<file path="config.mk">
export PLATFORM = sky130hd
export DESIGN_NAME = alarm_clock_multi
export DESIGN_NICKNAME = d
export VERILOG_FILES = /design/src/rtl/alarm_clock_multi.sv
export SDC_FILE = /design/constraint.sdc
export NUM_CORES = 1
export LEC_CHECK = 0
export ABC_AREA = 0
export ABC_CLOCK_PERIOD_IN_PS = 10300
export BUFFER_PORTS_ARGS = -buffer_cell sky130_fd_sc_hd__buf_2
export CAP_MARGIN = 5
export CORE_ASPECT_RATIO = 1.5
export CORE_MARGIN = 2
export CORE_UTILIZATION = 37
export DETAILED_ROUTE_END_ITERATION = 8
export PLACE_DENSITY = 0.55
export SLEW_MARGIN = 20
export SYNTH_ARGS = -nofsm -noshare
export SYNTH_HDL_FRONTEND = slang
export SYNTH_SLANG_ARGS = --single-unit
export TNS_END_PERCENT = 5
</file>
<file path="constraint.sdc">
create_clock -name clk -period 10.3 [get_ports clk]
set_clock_uncertainty 0.05 [all_clocks]
set_input_delay 1.545 -clock clk [delete_from_list [all_inputs] [get_ports clk]]
set_output_delay 1.545 -clock clk [all_outputs]
set_load 0.005 [all_outputs]
</file>
<file path="src/rtl/alarm_clock_multi.sv">
// alarm_clock_multi
//   Seconds/minutes/hours/day timekeeper with NA independently settable
//   alarms, each gated by a per-day enable mask. A ring/snooze FSM drives the
//   buzzer with a ring timeout and a limit on snoozes per trigger. All state
//   advances on the system clock, time fields only on the one-cycle 1 Hz tick.
//
// Ports
//   clk, rst_n           system clock, asynchronous active-low reset
//   tick                 one-cycle strobe, once per second
//   time_set, alarm_set  mode buttons (both high behaves as normal running)
//   alarm_sel            alarm shown on the display / being edited
//   min_adv/hrs_adv/day_adv  advance buttons, applied on tick
//   alarm_en             per-alarm arm
//   day_mask             bit k*ND+d allows alarm k on day d
//   snooze, stop         level requests, sampled every clk
//   sec/min/hrs/day      current time (registered)
//   disp_min/disp_hrs    value for the lcd drivers (time, or selected alarm)
//   buzz                 alarm sounding
//   active_alarm         index of the ringing/snoozed alarm (held in IDLE)
//   alarm_state          0=IDLE 1=RING 2=SNOOZE
module alarm_clock_multi #(
  parameter int NS         = 60,
  parameter int NH         = 24,
  parameter int ND         = 7,
  parameter int NA         = 4,
  parameter int RING_S     = 60,
  parameter int SNOOZE_S   = 300,
  parameter int MAX_SNOOZE = 3,
  parameter int W          = 7,
  localparam int SW        = (NA > 1) ? $clog2(NA) : 1
) (
  input  logic               clk,
  input  logic               rst_n,
  input  logic               tick,
  input  logic               time_set,
  input  logic               alarm_set,
  input  logic [SW-1:0]      alarm_sel,
  input  logic               min_adv,
  input  logic               hrs_adv,
  input  logic               day_adv,
  input  logic [NA-1:0]      alarm_en,
  input  logic [NA*ND-1:0]   day_mask,
  input  logic               snooze,
  input  logic               stop,
  output logic [W-1:0]       sec,
  output logic [W-1:0]       min,
  output logic [W-1:0]       hrs,
  output logic [W-1:0]       day,
  output logic [W-1:0]       disp_min,
  output logic [W-1:0]       disp_hrs,
  output logic               buzz,
  output logic [SW-1:0]      active_alarm,
  output logic [1:0]         alarm_state
);

  localparam logic [W-1:0] SEC_LAST = W'(NS - 1);
  localparam logic [W-1:0] MIN_LAST = W'(NS - 1);
  localparam logic [W-1:0] HRS_LAST = W'(NH - 1);
  localparam logic [W-1:0] DAY_LAST = W'(ND - 1);

  localparam int RW = $clog2(RING_S + 1);
  localparam int ZW = $clog2(SNOOZE_S + 1);
  localparam int CW = $clog2(MAX_SNOOZE + 1);

  localparam logic [RW-1:0] RING_LAST = RW'(RING_S - 1);
  localparam logic [ZW-1:0] SNZ_LOAD  = ZW'(SNOOZE_S);
  localparam logic [CW-1:0] SNZ_MAX   = CW'(MAX_SNOOZE);
  localparam logic [SW:0]   NA_L      = (SW + 1)'(NA);

  typedef enum logic [1:0] {
    ST_IDLE   = 2'd0,
    ST_RING   = 2'd1,
    ST_SNOOZE = 2'd2
  } state_t;

  function automatic logic [W-1:0] inc_mod(input logic [W-1:0] v,
                                           input logic [W-1:0] last);
    return (v == last) ? '0 : v + W'(1);
  endfunction

  // Mode decode: both buttons together fall back to running.
  logic tset, aset, run;
  assign tset = time_set & ~alarm_set;
  assign aset = alarm_set & ~time_set;
  assign run  = ~(tset | aset);

  // Running-mode successor of the current time, with the carry chain.
  logic         sec_wrap, min_wrap, hrs_wrap;
  logic [W-1:0] sec_next, min_next, hrs_next, day_next;
  assign sec_wrap = (sec == SEC_LAST);
  assign min_wrap = sec_wrap & (min == MIN_LAST);
  assign hrs_wrap = min_wrap & (hrs == HRS_LAST);
  assign sec_next = inc_mod(sec, SEC_LAST);
  assign min_next = sec_wrap ? inc_mod(min, MIN_LAST) : min;
  assign hrs_next = min_wrap ? inc_mod(hrs, HRS_LAST) : hrs;
  assign day_next = hrs_wrap ? inc_mod(day, DAY_LAST) : day;

  // Timekeeper. Setting mode freezes seconds and advances fields without carry;
  // alarm-set mode keeps time running.
  always_ff @(posedge clk or negedge rst_n) begin
    if (!rst_n) begin
      sec <= '0;
      min <= '0;
      hrs <= '0;
      day <= '0;
    end else if (tick) begin
      if (tset) begin
        if (min_adv) min <= inc_mod(min, MIN_LAST);
        if (hrs_adv) hrs <= inc_mod(hrs, HRS_LAST);
        if (day_adv) day <= inc_mod(day, DAY_LAST);
      end else begin
        sec <= sec_next;
        min <= min_next;
        hrs <= hrs_next;
        day <= day_next;
      end
    end
  end

  // One-hot of the post-increment day, shared by every alarm's mask check.
  logic [ND-1:0] day_onehot;
  genvar gi;
  for (gi = 0; gi < ND; gi++) begin : g_day
    assign day_onehot[gi] = (day_next == W'(gi));
  end

  logic [W-1:0] amin [NA];
  logic [W-1:0] ahrs [NA];
  logic [NA-1:0] match;

  for (gi = 0; gi < NA; gi++) begin : g_alarm
    logic [W-1:0] amin_reg, ahrs_reg;
    logic         edit;

    // An out-of-range alarm_sel matches no slot, so its edits are dropped.
    assign edit = tick & aset & (alarm_sel == SW'(gi));

    always_ff @(posedge clk or negedge rst_n) begin
      if (!rst_n) begin
        amin_reg <= '0;
        ahrs_reg <= '0;
      end else if (edit) begin
        if (min_adv) amin_reg <= inc_mod(amin_reg, MIN_LAST);
        if (hrs_adv) ahrs_reg <= inc_mod(ahrs_reg, HRS_LAST);
      end
    end

    assign amin[gi]  = amin_reg;
    assign ahrs[gi]  = ahrs_reg;
    // Compared against the time the clock is about to show, so the buzzer
    // rises on the same edge the seconds roll to zero.
    assign match[gi] = alarm_en[gi]
                     & (|(day_mask[gi*ND +: ND] & day_onehot))
                     & (hrs_next == ahrs_reg)
                     & (min_next == amin_reg);
  end

  // Lowest-numbered matching alarm wins.
  logic [SW-1:0] hit_idx;
  always_comb begin
    hit_idx = '0;
    for (int i = NA - 1; i >= 0; i--) begin
      if (match[i]) hit_idx = SW'(i);
    end
  end

  logic trigger;
  assign trigger = tick & run & sec_wrap & (|match);

  logic sel_ok;
  assign sel_ok = ({1'b0, alarm_sel} < NA_L);

  always_comb begin
    disp_min = min;
    disp_hrs = hrs;
    if (aset) begin
      disp_min = '0;
      disp_hrs = '0;
      if (sel_ok) begin
        disp_min = amin[alarm_sel];
        disp_hrs = ahrs[alarm_sel];
      end
    end
  end

  state_t        state;
  logic [RW-1:0] ring_cnt;
  logic [ZW-1:0] snz_cnt;
  logic [CW-1:0] snooze_cnt;

  // Ring/snooze FSM. Order of precedence: mode entry, disarm of the active
  // alarm, stop, snooze, then tick-driven timeout/expiry.
  always_ff @(posedge clk or negedge rst_n) begin
    if (!rst_n) begin
      state        <= ST_IDLE;
      buzz         <= 1'b0;
      active_alarm <= '0;
      ring_cnt     <= '0;
      snz_cnt      <= '0;
      snooze_cnt   <= '0;
    end else if (tset | aset) begin
      state <= ST_IDLE;
      buzz  <= 1'b0;
    end else begin
      case (state)
        ST_IDLE: begin
          if (trigger) begin
            state        <= ST_RING;
            buzz         <= 1'b1;
            active_alarm <= hit_idx;
            ring_cnt     <= '0;
            snooze_cnt   <= '0;
          end
        end
        ST_RING: begin
          if (!alarm_en[active_alarm] || stop) begin
            state <= ST_IDLE;
            buzz  <= 1'b0;
          end else if (snooze && (snooze_cnt < SNZ_MAX)) begin
            state      <= ST_SNOOZE;
            buzz       <= 1'b0;
            snz_cnt    <= SNZ_LOAD;
            snooze_cnt <= snooze_cnt + CW'(1);
          end else if (tick) begin
            if (ring_cnt == RING_LAST) begin
              state <= ST_IDLE;
              buzz  <= 1'b0;
            end else begin
              ring_cnt <= ring_cnt + RW'(1);
            end
          end
        end
        ST_SNOOZE: begin
          if (!alarm_en[active_alarm] || stop) begin
            state <= ST_IDLE;
            buzz  <= 1'b0;
          end else if (tick) begin
            if (snz_cnt == ZW'(1)) begin
              state    <= ST_RING;
              buzz     <= 1'b1;
              ring_cnt <= '0;
            end else begin
              snz_cnt <= snz_cnt - ZW'(1);
            end
          end
        end
        default: begin
          state <= ST_IDLE;
          buzz  <= 1'b0;
        end
      endcase
    end
  end

  assign alarm_state = state;

endmodule
</file>
After elaboration in Yosys (flattened, before gate mapping)
Index checks and enable logic that the tools add are counted.

storage, ports and cells
  bits in registers = 106
  bits of input ports = 44
  output and inout bits = 47

operators by class
  $add $sub $neg = 15
  magnitude comparators = 3
  equality and inequality tests = 51
  mux-type cells = 74
  bitwise logic cells = 34
  reductions and logical operators = 31

operators with widths
  kind                                               number
  2-to-1 mux 7 bit                                   27
  adder 7 x 1 -> 7 bit (second input constant)       12
  == test 7 bit                                      8
  2-to-1 mux 6 bit                                   8
  2-to-1 mux 9 bit                                   5
  == test 7 x 6 -> 1 bit (second input constant)     6
  == test 7 x 5 -> 1 bit (second input constant)     5
  2-to-1 mux 2 bit                                   16
  bitwise AND 7 bit                                  4
  binary-select mux 7 bit (select 2 bit)             2
  == test 7 x 3 -> 1 bit (second input constant)     4
  OR reduction 7 bit                                 4
  != test 2 bit (second input constant)              13
  bitwise AND 1 bit                                  24
  AND reduction 2 bit                                12
  one-hot mux 6 bit (3 select lines)                 1
  one-hot mux 9 bit (2 select lines)                 1
  == test 7 x 2 -> 1 bit (second input constant)     2
  2-to-1 mux 1 bit                                   10
  != test 5 bit (second input constant)              2
  AND reduction 10 bit                               1
  AND reduction 5 bit                                2
  == test 9 x 1 -> 1 bit (second input constant)     1
  subtractor 9 x 1 -> 9 bit (second input constant)  1
  28 further kinds                                   37

Logic depth before layout (Yosys ltp)
  depth after elaboration = 15
  gate-level depth with buffers = 13
  mapped depth without buffers = 11

Worst setup path before layout
OpenSTA, ideal clock, no wires.

  path type = input-to-output
  start point = in alarm_sel[0]
  end point = out disp_min[4]
  arrival = 3.296 ns
  slack = 5.409 ns
  cell stages on the path = 4
  path buffers = 2
  cell sequence = clkbuf_1 -> buf_1 -> mux4_2 -> mux2_2

between the ends
  word-level cells in the longest chain between the ends = 5

RTL lines
  what                                                  RTL line  source
  start: declaration                                    37        input logic [SW-1:0] alarm_sel,
  inverter 2 -> 3 bit (not written as such)             180       disp_min = amin[alarm_sel];
  binary-select mux 7 bit (select 2 bit)                180
  2-to-1 mux 7 bit (not written as such) (2 in series)  180
  2-to-1 mux 7 bit                                      176       if (aset) begin
  end: declaration                                      49        output logic [W-1:0] disp_min,

Every way passes these cells. The select of a mux whose other input is x is not followed.

Worst setup path in the final report
  start point = reg min[1]
  end point = reg active_alarm[0]

between the ends
  word-level cells in the longest chain between the ends = 14

RTL lines
  what                                            RTL line  source
  start: declaration                              46        output logic [W-1:0] min,
  start signal: assignment                        108       if (min_adv) min <= inc_mod(min, MIN_LAST);
  start signal: assignment                        113       min <= min_next;
  == test 7 x 6 -> 1 bit                          78, 91
  bitwise AND 1 bit                               91        assign min_wrap = sec_wrap & (min == MIN_LAST);
  bitwise AND 1 bit                               92        assign hrs_wrap = min_wrap & (hrs == HRS_LAST);
  2-to-1 mux 7 bit                                96        assign day_next = hrs_wrap ? inc_mod(day, DAY_LAST) : day;
  == test 7 x 1 -> 1 bit (tied with other cells)  124       assign day_onehot[gi] = (day_next == W'(gi));
  bitwise AND 7 bit                               153       & (|(day_mask[gi*ND +: ND] & day_onehot))
  OR reduction 7 bit                              153
  bitwise AND 1 bit                               153
  bitwise AND 1 bit                               154       & (hrs_next == ahrs_reg)
  bitwise AND 1 bit                               155       & (min_next == amin_reg);
  2-to-1 mux 2 bit (4 in series)                  163       if (match[i]) hit_idx = SW'(i);
  end signal: assignment                          210       active_alarm <= hit_idx;
  end: declaration                                52        output logic [SW-1:0] active_alarm,

Parallel ways exist; a longest one is shown, timed or not.
A chain may end at the register's enable or synchronous reset.

==> out/metrics.csv <==
stage;metric;value;unit
floorplan;Chip Width;123;um
critical_path;Worst Setup Start Kind;register;
sta;# setup viols final;0;
cells_and_area;FILL cells;2100;
grt;vias in the first global route;6768;
clocking;postcts setup bufs;0;
critical_path;crit path DAT;5120;ps
sta;max-slew violation count;0;
grt;initial antenna violation count;0;
critical_path;Slowest-stage cell, CP;nor4_4;
floorplan;Die ar.;0.0224;mm2
cells_and_area;Ant. Diodes;0;
power_and_ir_drop;pwr/cell area;163;mW/mm2
grt;gr ovfl total;0;
yosys;Synthesis Warnings;0;
yosys;Syn Nets;940;
sta;slew margin rel.;0.273;
place;RD Place Congestion;0.902;
clocking;clock root cell;clkbuf_16;
clocking;clock tree sinks;106;
power_and_ir_drop;Max IR drop VDD;0.0852;mV
detailed_routing;Vias/cell;5.79;
critical_path;worst-path cell chain;ha_1 -> or3b_1 -> nor4_4 -> nand4_2 -> nand2_2 -> mux4_2 -> a211oi_2 -> o32ai_2 -> o31ai_1 -> o21ai_0;
clocking;clock buffer depth;2;
yosys;number of synthesized flops with an enable pin;0;
yosys;main flop type after synthesis;dfrtp_1;
detailed_routing;wire per inst;20.0;um
critical_path;CP Capture Type;register;
yosys;Distinct cells, synth;78;
cells_and_area;non-filler cells, final;1207;
critical_path;WP data required;10460;ps
cells_and_area;fraction of layout cells with a size suffix above 1;0.169;
yosys;fraction of registers with async set/reset;1.00;
floorplan;num rows;65;
critical_path;Worst Path Class, Setup;reg -> reg;
clocking;clock transition at the registers of the reported paths;80;ps
detailed_routing;Detailed Route WL;24200;um
clocking;CTS tree;built;
cells_and_area;Layout Nets;997;
yosys;flops & latches, synth;106;
clocking;TritonCTS buffer count;9;
grt;GRT Overall Usage;0.222;
outcome;run status;finished, final reports clean;
floorplan;Starting Density;0.375;
sta;post-route setup TNS;0;ps
floorplan;Die Ht;182;um
critical_path;Max stage delay on crit path;810;ps
clocking;H-tree depth;3;
sta;fin crit share;0.482;
clocking;Post-CTS Hold Fix Bufs;0;
floorplan;Core Footprint;0.0209;mm2
sta;fmax;202;MHz
detailed_routing;Pre-antenna DRT Iters;6;
detailed_routing;via count of the routed design;6984;
place;Placed Cells;1191;
power_and_ir_drop;Leakage;3.74;nW
yosys;Mapped Area;0.00784;mm2
run;max cap viols;0;
grt;global-route wire length before repair;37800;um
yosys;sequential-to-total area share from yosys stat;0.338;
detailed_routing;Initial DRC Count;467;
sta;final hold vios;0;
sta;pin slew with the least headroom to its limit;1090;ps
grt;pin count of the biggest net entering global routing;67;
floorplan;I/O pin cnt;91;
cells_and_area;Layout area overhead;11.2;%
worst_hold_path;Hold WC Path Type;reg -> reg;
sta;minimum clock period;4960;ps
place;Post-DP HPWL;18400;um
clocking;PostCTS Resize Cnt;0;
place;I/O Buffers;90;
detailed_routing;post-route ant nets;0;
detailed_routing;DR DRC count;0;
yosys;Mapped Cells;877;
sta;RSZ-0062 raised after global routing;false;
yosys;Avg Cell Area, Syn;8.94;um2
clocking;worst-skew pair later-pin latency;370;ps
critical_path;highest net fanout along the worst path;15;
==> power breakdown <==
part           internal, mW  switching [mW]  total (mW)
Combinational         0.221           0.267       0.488
Sequential            0.467           0.131       0.598
Clock                 0.171           0.161       0.333
==> path summary, 6_finish.rpt <==
kind                       depth (start not counted)  slack [ps]                 startpoint                                  to
hold / removal                                     1         460  snooze_cnt[0]$_DFFE_PN0P_           snooze_cnt[0]$_DFFE_PN0P_
setup reg to reg                                  10        5340         min[1]$_DFFE_PN0P_         active_alarm[0]$_DFFE_PN0P_
setup / recovery                                  10        5340         min[1]$_DFFE_PN0P_         active_alarm[0]$_DFFE_PN0P_
max in group asynchronous                          2        7770                      rst_n                  day[6]$_DFFE_PN0P_
hold reg to reg                                    1         460  snooze_cnt[0]$_DFFE_PN0P_           snooze_cnt[0]$_DFFE_PN0P_
min in group asynchronous                          1        1110                      rst_n  g_alarm[1].ahrs_reg[2]$_DFFE_PN0P_
==> logic make-up (layout without fill, tap and decap cells) <==
kind of cell             after synthesis  after routing  share of synthesized area
AO/OA/AOI/OAI                        193            193                      0.162
XOR/XNOR                             100            100                      0.117
adder cells (fa/ha/maj)               19             19                     0.0303
buffers and inverters                 64            126                     0.0333
flip-flops                           106            106                      0.338
multiplexers                          45             45                     0.0858
AND/OR/NAND/NOR                      350            350                      0.234
==> Yosys cell counts, drive strengths merged, types with 4 or more instances <==
cell type	count	area share
nor3	22	0.014
nor2b	9	0.0072
inv	18	0.0086
nor4	11	0.011
and2	6	0.0048
dfrtp	106	0.34
nor3b	8	0.0083
a2111oi	6	0.012
nand2b	9	0.0072
a21o	7	0.0067
o2111ai	4	0.0045
a31oi	14	0.011
a22o	5	0.0056
and4	4	0.0045
xor2	43	0.048
nand2	91	0.044
and3	24	0.019
nor4b	4	0.0053
o31ai	10	0.0096
nand4	30	0.025
mux2i	11	0.014
or3	6	0.0048
a211oi	5	0.0054
mux4	16	0.046
buf	11	0.0077
o211ai	4	0.0038
clkbuf	35	0.017
xnor2	54	0.060
a21boi	4	0.0038
o221ai	4	0.0045
nor2	69	0.033
nand4b	5	0.0056
a21oi	23	0.015
o21ai	85	0.055
or2	6	0.0048
ha	19	0.030
mux2	18	0.026
nand3	34	0.022
==> cell usage in the layout (no fill, tap or decap), types with 4 or more instances in the layout <==
cell type  count
xnor2_1       54
nand4b_1       5
o2111ai_1      4
nand2_1       90
dfrtp_1      106
inv_1         18
a31oi_1       14
a211oi_1       4
a21oi_1       23
and3_1        24
or2_2          6
nand3_1       34
nor2b_1        9
xor2_1        43
and4_1         4
nor4_1         9
a21boi_0       4
mux4_2        16
nor3_1        22
buf_2         89
nor3b_1        7
mux2i_1       11
o31ai_1       10
mux2_2        18
o21ai_0       82
ha_1          19
nor2_1        69
and2_1         5
o211ai_1       4
or3_1          6
o221ai_1       4
a21o_1         7
nand2b_1       9
clkbuf_16      9
a22o_1         5
nand4_1       29
==> worst max-delay path, delay by kind of cell, from the launching register on <==
kind	cells	cell delay, ps
muxes	1	540
DFF	1	600
adders and majority gates	1	350
AOI/OAI and AO/OA	4	1290
and+or+nand+nor	4	1960
==> per-stage QoR <==
| step | area, um2 | setup slack (ps) | utilization | power (mW) | hold WS [ps] |
|---|---|---|---|---|---|
| finish | 8730 | 5340 | 0.417 | 1.42 | 458 |
| global route | 8730 | 5100 | 0.417 | 1.51 | 482 |
| floorplan | 7840 | 5410 | - | 0.910 | 417 |
| CTS | 8730 | 5400 | 0.417 | 1.42 | 459 |
| detailed placement | 8450 | 5410 | 0.404 | 1.09 | 446 |
| global placement | 8450 | 5510 | 0.404 | 1.09 | 438 |
==> per-layer routing <==
layer / GRT usage / vias to the layer above / share of wire
met5: 0 / - / 0
met3: 0.0353 / 66 / 0.045
li1: - / 3319 / -
met1: 0.270 / 3371 / 0.41
met4: 0.119 / 0 / 0.050
met2: 0.370 / 228 / 0.49
==> area by class of cell <==
class,instances,area [um2],share of cell area
inverters,18,67.6,0.00774
clock inverters,4,26.3,0.00301
repair buffers,92,468,0.0536
flip-flops and latches,106,2650,0.304
multi-input cells,707,4930,0.565
clock buffers,12,246,0.0282
well taps,268,335,0.0384
No activity file was read; power rests on OpenSTA's default activity.
